$ cat src/rtl/dac_frame_streamer.sv
// Buffers changed rvmyth OUT samples in a small FIFO and serializes each one as a
// 16-bit SPI mode-0 frame {CMD, data, 2'b00} to an external DAC.
module dac_frame_streamer #(
   parameter int unsigned DEPTH      = 8,
   parameter int unsigned CLK_DIV    = 2,
   parameter int unsigned GAP_CYCLES = 4,
   parameter logic [3:0]  CMD        = 4'h3
) (
   input  logic                     CLK,
   input  logic                     reset,
   input  logic [9:0]               core_out,
   output logic                     SCLK,
   output logic                     SDATA,
   output logic                     CS_N,
   output logic                     busy,
   output logic [$clog2(DEPTH):0]   fifo_level,
   output logic [7:0]               drop_cnt
);

   localparam int unsigned AW = $clog2(DEPTH);
   localparam int unsigned LW = AW + 1;
   localparam int unsigned DW = (CLK_DIV > 1) ? $clog2(CLK_DIV) : 1;
   localparam int unsigned GW = (GAP_CYCLES > 1) ? $clog2(GAP_CYCLES) : 1;
   localparam int unsigned BW = 4;

   typedef enum logic [1:0] {IDLE, SHIFT, GAP} state_t;

   state_t          state, state_d;
   logic [9:0]      mem [DEPTH];
   logic [AW-1:0]   wr_ptr, rd_ptr;
   logic [9:0]      last;
   logic            first_flag;
   logic [14:0]     shreg, shreg_d;
   logic [BW-1:0]   bit_cnt, bit_cnt_d;
   logic [DW-1:0]   div_cnt, div_cnt_d;
   logic [GW-1:0]   gap_cnt, gap_cnt_d;
   logic            sclk_d, sdata_d, cs_n_d, busy_d;
   logic [LW-1:0]   level_d;
   logic            change, push, pop, drop;
   logic [15:0]     frame_head;

   // Capture: a pop in the same cycle frees a slot even when the FIFO is full
   always_comb begin
      change     = first_flag | (core_out != last);
      pop        = (state == IDLE) && (fifo_level != '0);
      push       = change && ((fifo_level < LW'(DEPTH)) || pop);
      drop       = change && !push;
      frame_head = {CMD, mem[rd_ptr], 2'b00};
      unique case ({push, pop})
         2'b10:   level_d = fifo_level + LW'(1);
         2'b01:   level_d = fifo_level - LW'(1);
         default: level_d = fifo_level;
      endcase
   end

   // Frame FSM; SDATA only advances on the SCLK high->low transition
   always_comb begin
      state_d   = state;
      sclk_d    = SCLK;
      sdata_d   = SDATA;
      cs_n_d    = CS_N;
      shreg_d   = shreg;
      bit_cnt_d = bit_cnt;
      div_cnt_d = div_cnt;
      gap_cnt_d = gap_cnt;
      unique case (state)
         IDLE: begin
            if (pop) begin
               state_d   = SHIFT;
               shreg_d   = frame_head[14:0];
               sdata_d   = frame_head[15];
               cs_n_d    = 1'b0;
               sclk_d    = 1'b0;
               bit_cnt_d = '0;
               div_cnt_d = '0;
            end
         end
         SHIFT: begin
            if (div_cnt == DW'(CLK_DIV - 1)) begin
               div_cnt_d = '0;
               if (!SCLK) begin
                  sclk_d = 1'b1;
               end else if (bit_cnt == BW'(15)) begin
                  sclk_d    = 1'b0;
                  cs_n_d    = 1'b1;
                  sdata_d   = 1'b0;
                  gap_cnt_d = '0;
                  state_d   = GAP;
               end else begin
                  sclk_d    = 1'b0;
                  sdata_d   = shreg[14];
                  shreg_d   = {shreg[13:0], 1'b0};
                  bit_cnt_d = bit_cnt + BW'(1);
               end
            end else begin
               div_cnt_d = div_cnt + DW'(1);
            end
         end
         GAP: begin
            if (gap_cnt == GW'(GAP_CYCLES - 1)) begin
               state_d = IDLE;
            end else begin
               gap_cnt_d = gap_cnt + GW'(1);
            end
         end
         default: state_d = IDLE;
      endcase
      busy_d = (state_d != IDLE) || (level_d != '0);
   end

   always_ff @(posedge CLK) begin
      if (reset) begin
         state      <= IDLE;
         SCLK       <= 1'b0;
         SDATA      <= 1'b0;
         CS_N       <= 1'b1;
         busy       <= 1'b0;
         fifo_level <= '0;
         drop_cnt   <= '0;
         wr_ptr     <= '0;
         rd_ptr     <= '0;
         last       <= '0;
         first_flag <= 1'b1;
         shreg      <= '0;
         bit_cnt    <= '0;
         div_cnt    <= '0;
         gap_cnt    <= '0;
      end else begin
         state      <= state_d;
         SCLK       <= sclk_d;
         SDATA      <= sdata_d;
         CS_N       <= cs_n_d;
         busy       <= busy_d;
         fifo_level <= level_d;
         shreg      <= shreg_d;
         bit_cnt    <= bit_cnt_d;
         div_cnt    <= div_cnt_d;
         gap_cnt    <= gap_cnt_d;
         if (change) begin
            last       <= core_out;
            first_flag <= 1'b0;
         end
         if (push) wr_ptr <= wr_ptr + AW'(1);
         if (pop)  rd_ptr <= rd_ptr + AW'(1);
         if (drop && (drop_cnt != 8'hFF)) drop_cnt <= drop_cnt + 8'd1;
      end
   end

   // Sample storage needs no reset; occupancy is tracked by the pointers
   always_ff @(posedge CLK) begin
      if (push && !reset) mem[wr_ptr] <= core_out;
   end

endmodule

$ cat config.mk
export PLATFORM = sky130hd
export DESIGN_NAME = dac_frame_streamer
export DESIGN_NICKNAME = d
export VERILOG_FILES = /design/src/rtl/dac_frame_streamer.sv
export SDC_FILE = /design/constraint.sdc
export NUM_CORES = 1
export LEC_CHECK = 0
export ABC_AREA = 1
export ABC_CLOCK_PERIOD_IN_PS = 2300
export BUFFER_PORTS_ARGS = -buffer_cell sky130_fd_sc_hd__buf_2
export CORE_MARGIN = 2
export CORE_UTILIZATION = 35
export CTS_CLUSTER_DIAMETER = 60
export DETAILED_ROUTE_END_ITERATION = 6
export PLACE_DENSITY_LB_ADDON = 0.08
export SETUP_SLACK_MARGIN = 0.15
export SLEW_MARGIN = 20
export SYNTH_ARGS = -nofsm -noshare
export SYNTH_HDL_FRONTEND = slang
export SYNTH_SLANG_ARGS = --single-unit
$ cat constraint.sdc
create_clock -name CLK -period 2.3 [get_ports CLK]
set_input_delay 0.23 -clock CLK [delete_from_list [all_inputs] [get_ports CLK]]
set_output_delay 0.23 -clock CLK [all_outputs]
set_load 0.01 [all_outputs]
# ---- Yosys cells after proc, flatten, opt, wreduce, memory -nomap -nowiden
# Memory sizes are Yosys's and may differ from the RTL's. A register that Yosys moved wholly into a read port is not among the register bits.
# Index checks and enable logic that the tools add are counted.
dict set report classes {
  n_addsub 8
  order_cmp 1
  n_bitwise 1
  eq_ne 14
  reduce_logical 21
  n_mux 40
}
# operator n
set ops {}
lappend ops {{$mux 15} 4}
lappend ops {{$pmux 15 s2} 1}
lappend ops {{$mux 2} 9}
lappend ops {{$mux 4} 4}
lappend ops {{$pmux 4 s2} 2}
lappend ops {{$reduce_and 5->1} 3}
lappend ops {{$mux 1} 12}
lappend ops {{$ne 2x2->1 const B} 6}
lappend ops {{$ne 10x10->1} 1}
lappend ops {{$add 4x1->4 const B} 2}
lappend ops {{$add 8x1->8 const B} 1}
lappend ops {{$ne 8x8->1 const B} 1}
lappend ops {{$pmux 1 s2} 4}
lappend ops {{$reduce_bool 4->1} 2}
lappend ops {{$add 3x1->3 const B} 2}
lappend ops {{$eq 2x2->1 const B} 3}
lappend ops {{$mux 3} 2}
lappend ops {{$pmux 2 s3} 1}
lappend ops {{$reduce_bool 2->1} 3}
lappend ops {{$logic_and 1x1->1} 5}
lappend ops {{$eq 2x1->1 const B} 2}
lappend ops {{$eq 4x4->1 const B} 1}
lappend ops {{$lt 4x4->1 const B} 1}
lappend ops {{$pmux 2 s2} 1}
lappend ops {{other kinds (10)} 12}
dict set report totals {
  in_bits 12
  regBits 57
  elab_cells 101
  mem_bits_rw 80
  memories 1
}
# memory words word_bits rd rd_clocked_by_memory_dff write_ports line_no
set memory_table {}
lappend memory_table {mem 8 10 1 1 1 29} ;# logic [9:0] mem [DEPTH];

# ---- Longest topological paths before layout
# Gate-level depths: netlist of the first run.
dict set report logic_depth {
  depth_word 8
  mapped_depth 20
  mapped_depth_nobuf 20
}

# ---- Least setup slack after synthesis of the first run
# No wires, ideal clock.
dict set report synth_timing {
  kind {register to register}
  start {register last[1]}
  end {register busy}
  t_required_ns 2.181
  arrival_time_ns 2.134
  stages_incl_launch_ff 17
  setup_time_ns 0.119
  slack_ns 0.047
  period_less_slack_ns 2.253
  cell_sequence {dfxtp_1 -> inv_1 -> nand2_1 -> nand2_1 -> nor2_1 -> nand2_1 -> nor2_1 -> nand2_1 -> nand2_1 -> ha_1 -> inv_1 -> fa_1 -> xnor2_1 -> o21ai_0 -> nand4_1 -> o21ai_0 -> nand2_1}
}
dict set report synth_between {
  elab_chain_len 7
  word_cells_on_any_way 8
  cone_classes {eq/ne (3); mux (1); bitwise (1); reduce/logical (3)}
}
# element line_no
set synth_lines {}
lappend synth_lines {{from (decl)} 31} ;# logic [9:0] last;
lappend synth_lines {{from (signal assigned)} 140} ;# last <= core_out;
lappend synth_lines {{$ne 10x10->1 *} 44} ;# change = first_flag | (core_out != last);
lappend synth_lines {{$or 1x1->1 *} 44}
lappend synth_lines {{$logic_and 1x1->1 *} 46} ;# push = change && ((fifo_level < LW'(DEPTH)) || pop);
lappend synth_lines {{$eq 2x1->1 / $eq 2x2->1 (equally long branches)} 49} ;# unique case ({push, pop})
lappend synth_lines {{$pmux 4 s2 *} 49}
lappend synth_lines {{$reduce_bool 4->1 *} 108} ;# busy_d = (state_d != IDLE) || (level_d != '0);
lappend synth_lines {{$logic_or 1x1->1 *} 108}
lappend synth_lines {{to (signal assigned)} 133} ;# busy <= busy_d;
lappend synth_lines {{to (decl)} 15} ;# output logic busy,
# Every way passes the cells marked *; elsewhere a longest branch is shown, timed or not.
# A chain may end at the register's enable or synchronous reset.

# ---- Worst setup path after layout of the first run
dict set report layout_timing {
  start {register last[8]}
  end {register busy}
}
# The elaborated chain is that of the path after synthesis.

==> flow_summary.rst, run 1 <==
.. list-table::
   :header-rows: 1

   * - Metric
     - Value
   * - Layout net count
     - 714
   * - Final antenna-violating net count
     - 0
   * - Fill count
     - 1,616
   * - Worst-path maximum fanout
     - 3
   * - Average cell area after synthesis
     - 9.338 sq um
   * - Final instance area
     - 0.007214 sq mm
   * - Count of placed standard cells in the final layout, fillers left out
     - 926
   * - DIE WIDTH
     - 133.2 um
   * - Share of post-route cells with drive strength above 1
     - between 10% and 20%
   * - Area after detailed placement
     - 0.006440 sq mm
   * - Most frequent cells in the layout
     - nand2_1, nand3_1, edfxtp_1
   * - Path depth of the worst reg2reg path
     - 16
   * - R2r startpoint
     - last[8]$_SDFFE_PP0P_
   * - Post-detailed-routing wire length
     - 13.63 mm
   * - Number of failing setup endpoints in the final timing report
     - 0
   * - Y dimension of the die
     - roughly 130 um
   * - Detailed Route Iter0 Violations
     - around 300
   * - Startpoint of the most critical setup path
     - last[8]$_SDFFE_PP0P_
   * - I/O pins
     - 28
   * - Number of synthesis warnings
     - 0
   * - Iteration count of the initial detailed-routing pass
     - 5
   * - Number of violations of the max-capacitance limit
     - 0
   * - Max Clock Skew
     - 5.971 ps
   * - Number of max-slew violations in the final report
     - 0
   * - Area of the core
     - 0.01647 sq mm
   * - Max Clock Freq
     - approximately 0.46 GHz
   * - Post-detail-place hpwl
     - 8.621 mm
   * - Largest cells by area after synthesis
     - edfxtp_1, dfxtp_1, nand2_1, nand3_1, nor2_1
   * - Number of CTS-inserted buffers
     - 17
   * - Layer with the highest usage after global routing
     - met2
   * - Residual DRC count
     - 0
   * - Arrival time of the worst setup path
     - 2460 ps
   * - Minimum clock period after layout
     - 2155 ps
   * - GP Congestion
     - 0.7501
   * - Maximum vdd ir drop
     - 0.7219 mV
   * - Final setup TNS
     - 0 ps
   * - Fin Hold WS
     - 60.01 ps
   * - Max Root-Sink Buffers
     - 2
   * - Part of the cycle the worst path needs
     - 93.68%
   * - Number of rows in the core area
     - 47
   * - Count of port buffers added during placement
     - 27
   * - Later-pin clock latency in the skew report
     - 410 ps
   * - Critical setup path kind
     - reg2reg
   * - Worst R2R Setup Slack
     - 150 ps
   * - Pin count of the biggest net entering global routing
     - 41
   * - Startpoint kind of the worst setup timing path
     - flop
   * - Sequential share of the synthesized area
     - approximately 61%
   * - CTS tree
     - yes
   * - Root buf cell
     - clkbuf_16
   * - Die Footprint
     - 0.01775 sq mm
   * - Post-synthesis cell type count
     - 30
   * - Kind of cell adding the most delay to the critical path
     - simple AND/OR/NAND/NOR gates
   * - Path class of the lowest-slack min-delay path
     - in2reg
   * - Leftover overflow at the end of global routing
     - 0
   * - Launch instance of the worst min-delay path
     - core_out[2]
   * - Tot GR Track Use
     - 16.26%
   * - Nets in the synthesized netlist
     - 647
   * - Largest stage delay on the critical path
     - roughly 330 ps
   * - Largest area contributor in the synthesized netlist
     - edfxtp_1
   * - CTS Hold Bufs
     - 0
   * - Met2 global-route usage
     - between 20% and 30%
   * - Leakage power
     - 2.959 nW
   * - Slowest cell on the critical path
     - dfxtp_1
   * - Post-synthesis instance area
     - just under 0.006 sq mm
   * - Worst setup path endpoint
     - busy$_SDFF_PP0_
   * - Clock slew at the register clock pins of the worst setup and hold paths
     - 60 ps
   * - Synthesis-to-layout area growth
     - 23.42%
   * - Initial antenna violation count
     - 0
   * - Routed via count
     - 4,371
   * - Placed Cells incl. Taps
     - 890
   * - Number of global-route vias before repair
     - 4,199
   * - # H-tree levels
     - 4
   * - FF+latch count, synth
     - 138
   * - Unrepaired setup endpoints after global routing
     - yes
   * - Crit path cell chain
     - inv_1, nand2_1, nand2_1, nand3_1, nor2_2, nand2_2, nand2_4, ha_4, buf_6, buf_4, ha_4, xnor2_2, o21ai_2, nand4_1, o21ai_1, nand2_1
   * - PD cells
     - 1132 mW/mm^2
   * - Stages on worst setup path
     - 16
   * - Most common library cell in the layout ignoring fill and taps
     - nand2_1
   * - Clock net sink count
     - 138
   * - Met3 track utilization from global routing
     - 3.729%
   * - Type of destination of the critical path
     - flop
   * - Run status
     - finished clean
   * - Slew HR
     - 45.50%
   * - Cells after Synth
     - 626
   * - Crit Reg-Reg Endpoint
     - busy$_SDFF_PP0_
   * - Critical path data required time
     - ~2600 ps
   * - Fin. Hold Viols
     - 0
   * - Area fraction of the dominant cell type after synthesis
     - 41.10%
   * - Crit path buf inv count
     - 3
   * - Tightest Pin Transition
     - 816.5 ps
   * - Met1 global-route usage
     - 21.04%
   * - Wire length of the first global-routing pass
     - 21.94 mm
   * - Ant. Diodes
     - 0
   * - Mean number of vias per cell
     - ~4.7
   * - Initial core utilization
     - 35.50%
   * - Avg WL per Cell
     - 14.72 um
   * - Most used cell along the critical path
     - nand2_1
[worst register-to-register path: stages, from the launching register on]
cell and delay, ps:
dfxtp_1 330, inv_1 40, nand2_1 40, nand2_1 100, nand3_1 120, nor2_2 50
nand2_2 90, nand2_4 60, ha_4 160, buf_6 120, buf_4 130, ha_4 230
xnor2_2 140, o21ai_2 140, nand4_1 110, o21ai_1 130, nand2_1 60
[cells by family (layout without fill, tap and decap cells)]
family,after synthesis,count (layout),synth area share [%]
simple gates,331,331,23.99
xor+xnor,10,10,1.498
fa+ha+maj,9,9,2.055
buf+inv,78,158,5.779
compound gates,60,60,5.715
flops,138,138,60.96
[routing by layer]
metal | up-vias | part of all wire (%)
met5 | - | 0
met4 | 0 | 1.2
met3 | 12 | 3.4
met2 | 57 | 48
met1 | 2089 | 48
li1 | 2213 | -
[flip-flops by register name (all words and copies together), names as in the netlist, named ones only]
signal and cells:
CS_N 1, SCLK 1, SDATA 1, bit_cnt 4
busy 1, div_cnt 1, drop_cnt 8, fifo_level 4
first_flag 1, gap_cnt 2, last 10, mem 80
rd_ptr 3, shreg 13, state 2, wr_ptr 3
[power by group]
part,switching (W),leakage [nW],total [W],internal (W)
clock,0.00100,0.327,0.00301,0.00201
combinational,0.00136,1.43,0.00215,0.000788
sequential,0.000146,1.20,0.00301,0.00287
total,0.00251,2.96,0.00817,0.00566
[cell usage after synthesis (all sizes together)]
cell type    n
nand2      172
nand3       86
edfxtp      80
nor2        66
dfxtp       58
inv         51
a21oi       36
o21ai       18
buf         15
clkbuf      10
ha           8
xnor2        7
nand4        5
o211ai       3
xor2         3
clkinv       2
o211a        2
fa           1
nand3b       1
nor3         1
o22ai        1
[worst min path at each step]
stage / to / slack (ps) / depth (start not counted)
after floorplan: mem[0][0]$_DFFE_PP_ / 330 / 0
after global placement: rd_ptr[2]$_SDFFE_PP0P_ / 430 / 1
after detailed placement: flop / 440 / 1
after CTS: last[2]$_SDFFE_PP0P_ / 40 / 3
after global routing: last[2]$_SDFFE_PP0P_ / 50 / 3
final: last[2]$_SDFFE_PP0P_ / 60 / 3
[timing repair]
action                     4_1_cts  5_1_grt
pin swaps                        8       17
setup endpoints to repair        3        4
resized for setup                7       16
buffers inserted                 3        1
[metrics by stage]
step / setup slack [ps] / total power, W / util (%)
floorplan: 163.5 / 0.004468 / -
global placement: -6.902 / 0.005053 / 39.11
detailed placement: -35.17 / 0.005079 / 39.11
CTS: 97.93 / 0.008184 / 43.37
global route: -29.79 / 0.008654 / 43.81
finish: 145.3 / 0.008168 / 43.81
[cell type report]
type / count / area (sq um) / area share (%)
timing repair buffer: 73 / 488.0 / 6.764
clock inverter: 11 / 191.4 / 2.653
sequential: 138 / 3566 / 49.43
inverter: 53 / 198.9 / 2.758
tap: 220 / 275.3 / 3.815
multi-input combinational: 410 / 2024 / 28.06
clock buffer: 21 / 470.5 / 6.521
Note: power is estimated with default switching activity, not from simulation.
==> run 2, diff against run 1 <==
--- a/config.mk
+++ b/config.mk
@@ -9,7 +9,7 @@
 export ABC_CLOCK_PERIOD_IN_PS = 2300
 export BUFFER_PORTS_ARGS = -buffer_cell sky130_fd_sc_hd__buf_2
 export CORE_MARGIN = 2
-export CORE_UTILIZATION = 35
+export CORE_UTILIZATION = 55
 export CTS_CLUSTER_DIAMETER = 60
 export DETAILED_ROUTE_END_ITERATION = 6
 export PLACE_DENSITY_LB_ADDON = 0.08
==> flow_summary.rst, run 2 (synthesis gave the netlist of run 1 again) <==
.. list-table::
   :header-rows: 1

   * - Metric
     - Value
   * - Maximum vdd ir drop
     - 0.5697 mV
   * - Slew HR
     - 43.03%
   * - Sequential cell area
     - 0.003566 sq mm
   * - Layout net count
     - 712
   * - Most frequent cells in the layout
     - nand2_1, nand3_1, edfxtp_1
   * - Largest stage delay on the critical path
     - 530 ps
   * - PD cells
     - 1098 mW/mm^2
   * - Max Clock Freq
     - about 0.46 GHz
   * - Critical setup path kind
     - in2reg
   * - Number of rows in the core area
     - 37
   * - Fill count
     - 816
   * - Final setup TNS
     - 0 ps
   * - Initial antenna violation count
     - 0
   * - Switching power of the nets
     - 0.002459 W
   * - Avg WL per Cell
     - about 15 um
   * - Max Root-Sink Buffers
     - 2
   * - Slowest cell on the critical path
     - fa_2
   * - Largest registers ranked by flip-flop count
     - mem x80, shreg x13, last x10
   * - Clock slew at the register clock pins of the worst setup and hold paths
     - 60 ps
   * - Routed via count
     - 4,392
   * - CTS tree
     - yes
   * - Register containing the most flip-flops in the final layout
     - mem
   * - Utilization after layout
     - 67.57%
   * - Number of max-slew violations in the final report
     - 0
   * - Area after detailed placement
     - 0.006290 sq mm
   * - Final antenna-violating net count
     - 0
   * - Clk pwr share
     - 34.2%
   * - Area of the multi-input gates
     - 0.001979 sq mm
   * - Number of global-route vias before repair
     - 4,251
   * - Final instance area
     - 0.006975 sq mm
   * - Later-pin clock latency in the skew report
     - 530 ps
   * - Post-detail-place hpwl
     - ~7.9 mm
   * - Tot GR Track Use
     - between 20% and 30%
   * - Synthesis-to-layout area growth
     - 19.33%
   * - Die Footprint
     - 0.01147 sq mm
   * - Crit path cell chain
     - dlygate4sd3_1, buf_2, inv_1, a21oi_1, nand3_1, nor2_2, nand2_2, nand2_2, ha_4, inv_2, fa_2, o21ai_2, inv_1, nand4_1, o21ai_1, nand2_1
   * - Type of destination of the critical path
     - flop
   * - Largest register FFs
     - 80
   * - Ant. Diodes
     - 0
   * - Mean number of vias per cell
     - 5.235
   * - Fin. Hold Viols
     - 0
   * - Leftover overflow at the end of global routing
     - 0
   * - Max Clock Skew
     - 11.61 ps
   * - Wire length of the first global-routing pass
     - 20.61 mm
   * - Critical path data required time
     - 2710 ps
   * - Detailed Route Iter0 Violations
     - 399
   * - Number of violations of the max-capacitance limit
     - 0
   * - Leakage power
     - slightly below 3 nW
   * - Internal power contribution
     - about 0.0052 W
   * - DIE WIDTH
     - 107.1 um
   * - Unrepaired setup endpoints after global routing
     - yes
   * - Area of the core
     - 0.01032 sq mm
   * - Worst-path maximum fanout
     - 3
   * - Pin count of the biggest net entering global routing
     - 27
   * - Arrival time of the worst setup path
     - 2600 ps
   * - GP Congestion
     - 0.7836
   * - Y dimension of the die
     - 107.1 um
   * - Share of post-route cells with drive strength above 1
     - 17.07%
   * - Proportion of total power due to net switching
     - 32.11%
   * - Run status
     - finished clean
   * - # H-tree levels
     - 4
   * - Residual DRC count
     - 0
   * - Count of port buffers added during placement
     - 27
   * - Clock net sink count
     - 138
   * - Path class of the lowest-slack min-delay path
     - in2reg
   * - Number of CTS-inserted buffers
     - 17
   * - Post-detailed-routing wire length
     - 12.70 mm
   * - I/O pins
     - 28
   * - Combinational fraction of design power
     - 26.3%
   * - Initial core utilization
     - 56.62%
   * - Iteration count of the initial detailed-routing pass
     - 6
   * - Seq pwr share
     - a little under 40%
   * - Startpoint kind of the worst setup timing path
     - primary input
   * - Root buf cell
     - clkbuf_8
   * - Minimum clock period after layout
     - 2186 ps
   * - Most common library cell in the layout ignoring fill and taps
     - nand2_1
   * - Tightest Pin Transition
     - 853.7 ps
   * - Number of failing setup endpoints in the final timing report
     - 0
   * - Part of the cycle the worst path needs
     - 95.05%
==> run 2: cell type report <==
cell class / count / share of cell area, %
clock buffer: 20 / 6.547
multi-input combinational: 410 / 28.38
tap: 136 / 2.439
sequential: 138 / 51.12
timing repair buffer: 71 / 6.978
inverter: 53 / 2.852
clock inverter: 11 / 1.686
==> run 2: metal layers <==
layer / GRT usage, % / wire, um / up-vias / part of all wire, %
met1: 31.14 / 5696 / 2067 / 45
met3: 5.714 / 592 / 13 / 4.7
met2: 39.20 / 6278 / 107 / 49
li1: - / - / 2205 / -
met5: 0 / 0 / - / 0
met4: 6.494 / 133 / 0 / 1.0
==> run 2: final timing paths <==
path | startpoint | slack [ps] | cells past startpoint | end
min reg2reg | rd_ptr[2]$_SDFFE_PP0P_ | 460 | 1 | flop
min | core_out[7] | 50 | 3 | last[7]$_SDFFE_PP0P_
max | core_out[9] | 110 | 16 | busy$_SDFF_PP0_
max reg2reg | last[4]$_SDFFE_PP0P_ | 150 | 16 | busy$_SDFF_PP0_
==> run 2: stage by stage <==
stage	setup WS [ps]	total power [W]	hold WS, ps	cells
final	113.9	0.007658	51.19	839
after global routing	-6.472	0.008086	48.68	839
after CTS	106.1	0.007669	26.19	839
after detailed placement	-30.13	0.004961	438.9	800
after global placement	9.856	0.004918	431.4	800
after floorplan	163.5	0.004468	328.9	626
==> run 2: power by group through the flow <==
stage | Sequential, W | Combinational, W | Clock, W
5_1_grt | 0.00305 | 0.00228 | 0.00276
3_5_place_dp | 0.00307 | 0.00189 | 0
3_3_place_gp | 0.00306 | 0.00185 | 0
2_1_floorplan | 0.00305 | 0.00142 | 0
4_1_cts | 0.00302 | 0.00200 | 0.00265
6_report | 0.00302 | 0.00202 | 0.00262
==> run 2: critical path, delay by kind of cell <==
kind,cells,cell delay (ps)
AOI/OAI and AO/OA,3,320
buffers and inverters,5,840
adders and majority gates,2,670
and+or+nand+nor,6,550
==> run 2: what timing repair did <==
action	4_1_cts	5_1_grt
setup buffers	1	0
hold endpoints to repair	7	0
resized for setup	8	6
setup endpoints to repair	2	3
hold buffers	7	0
pin swaps	7	5
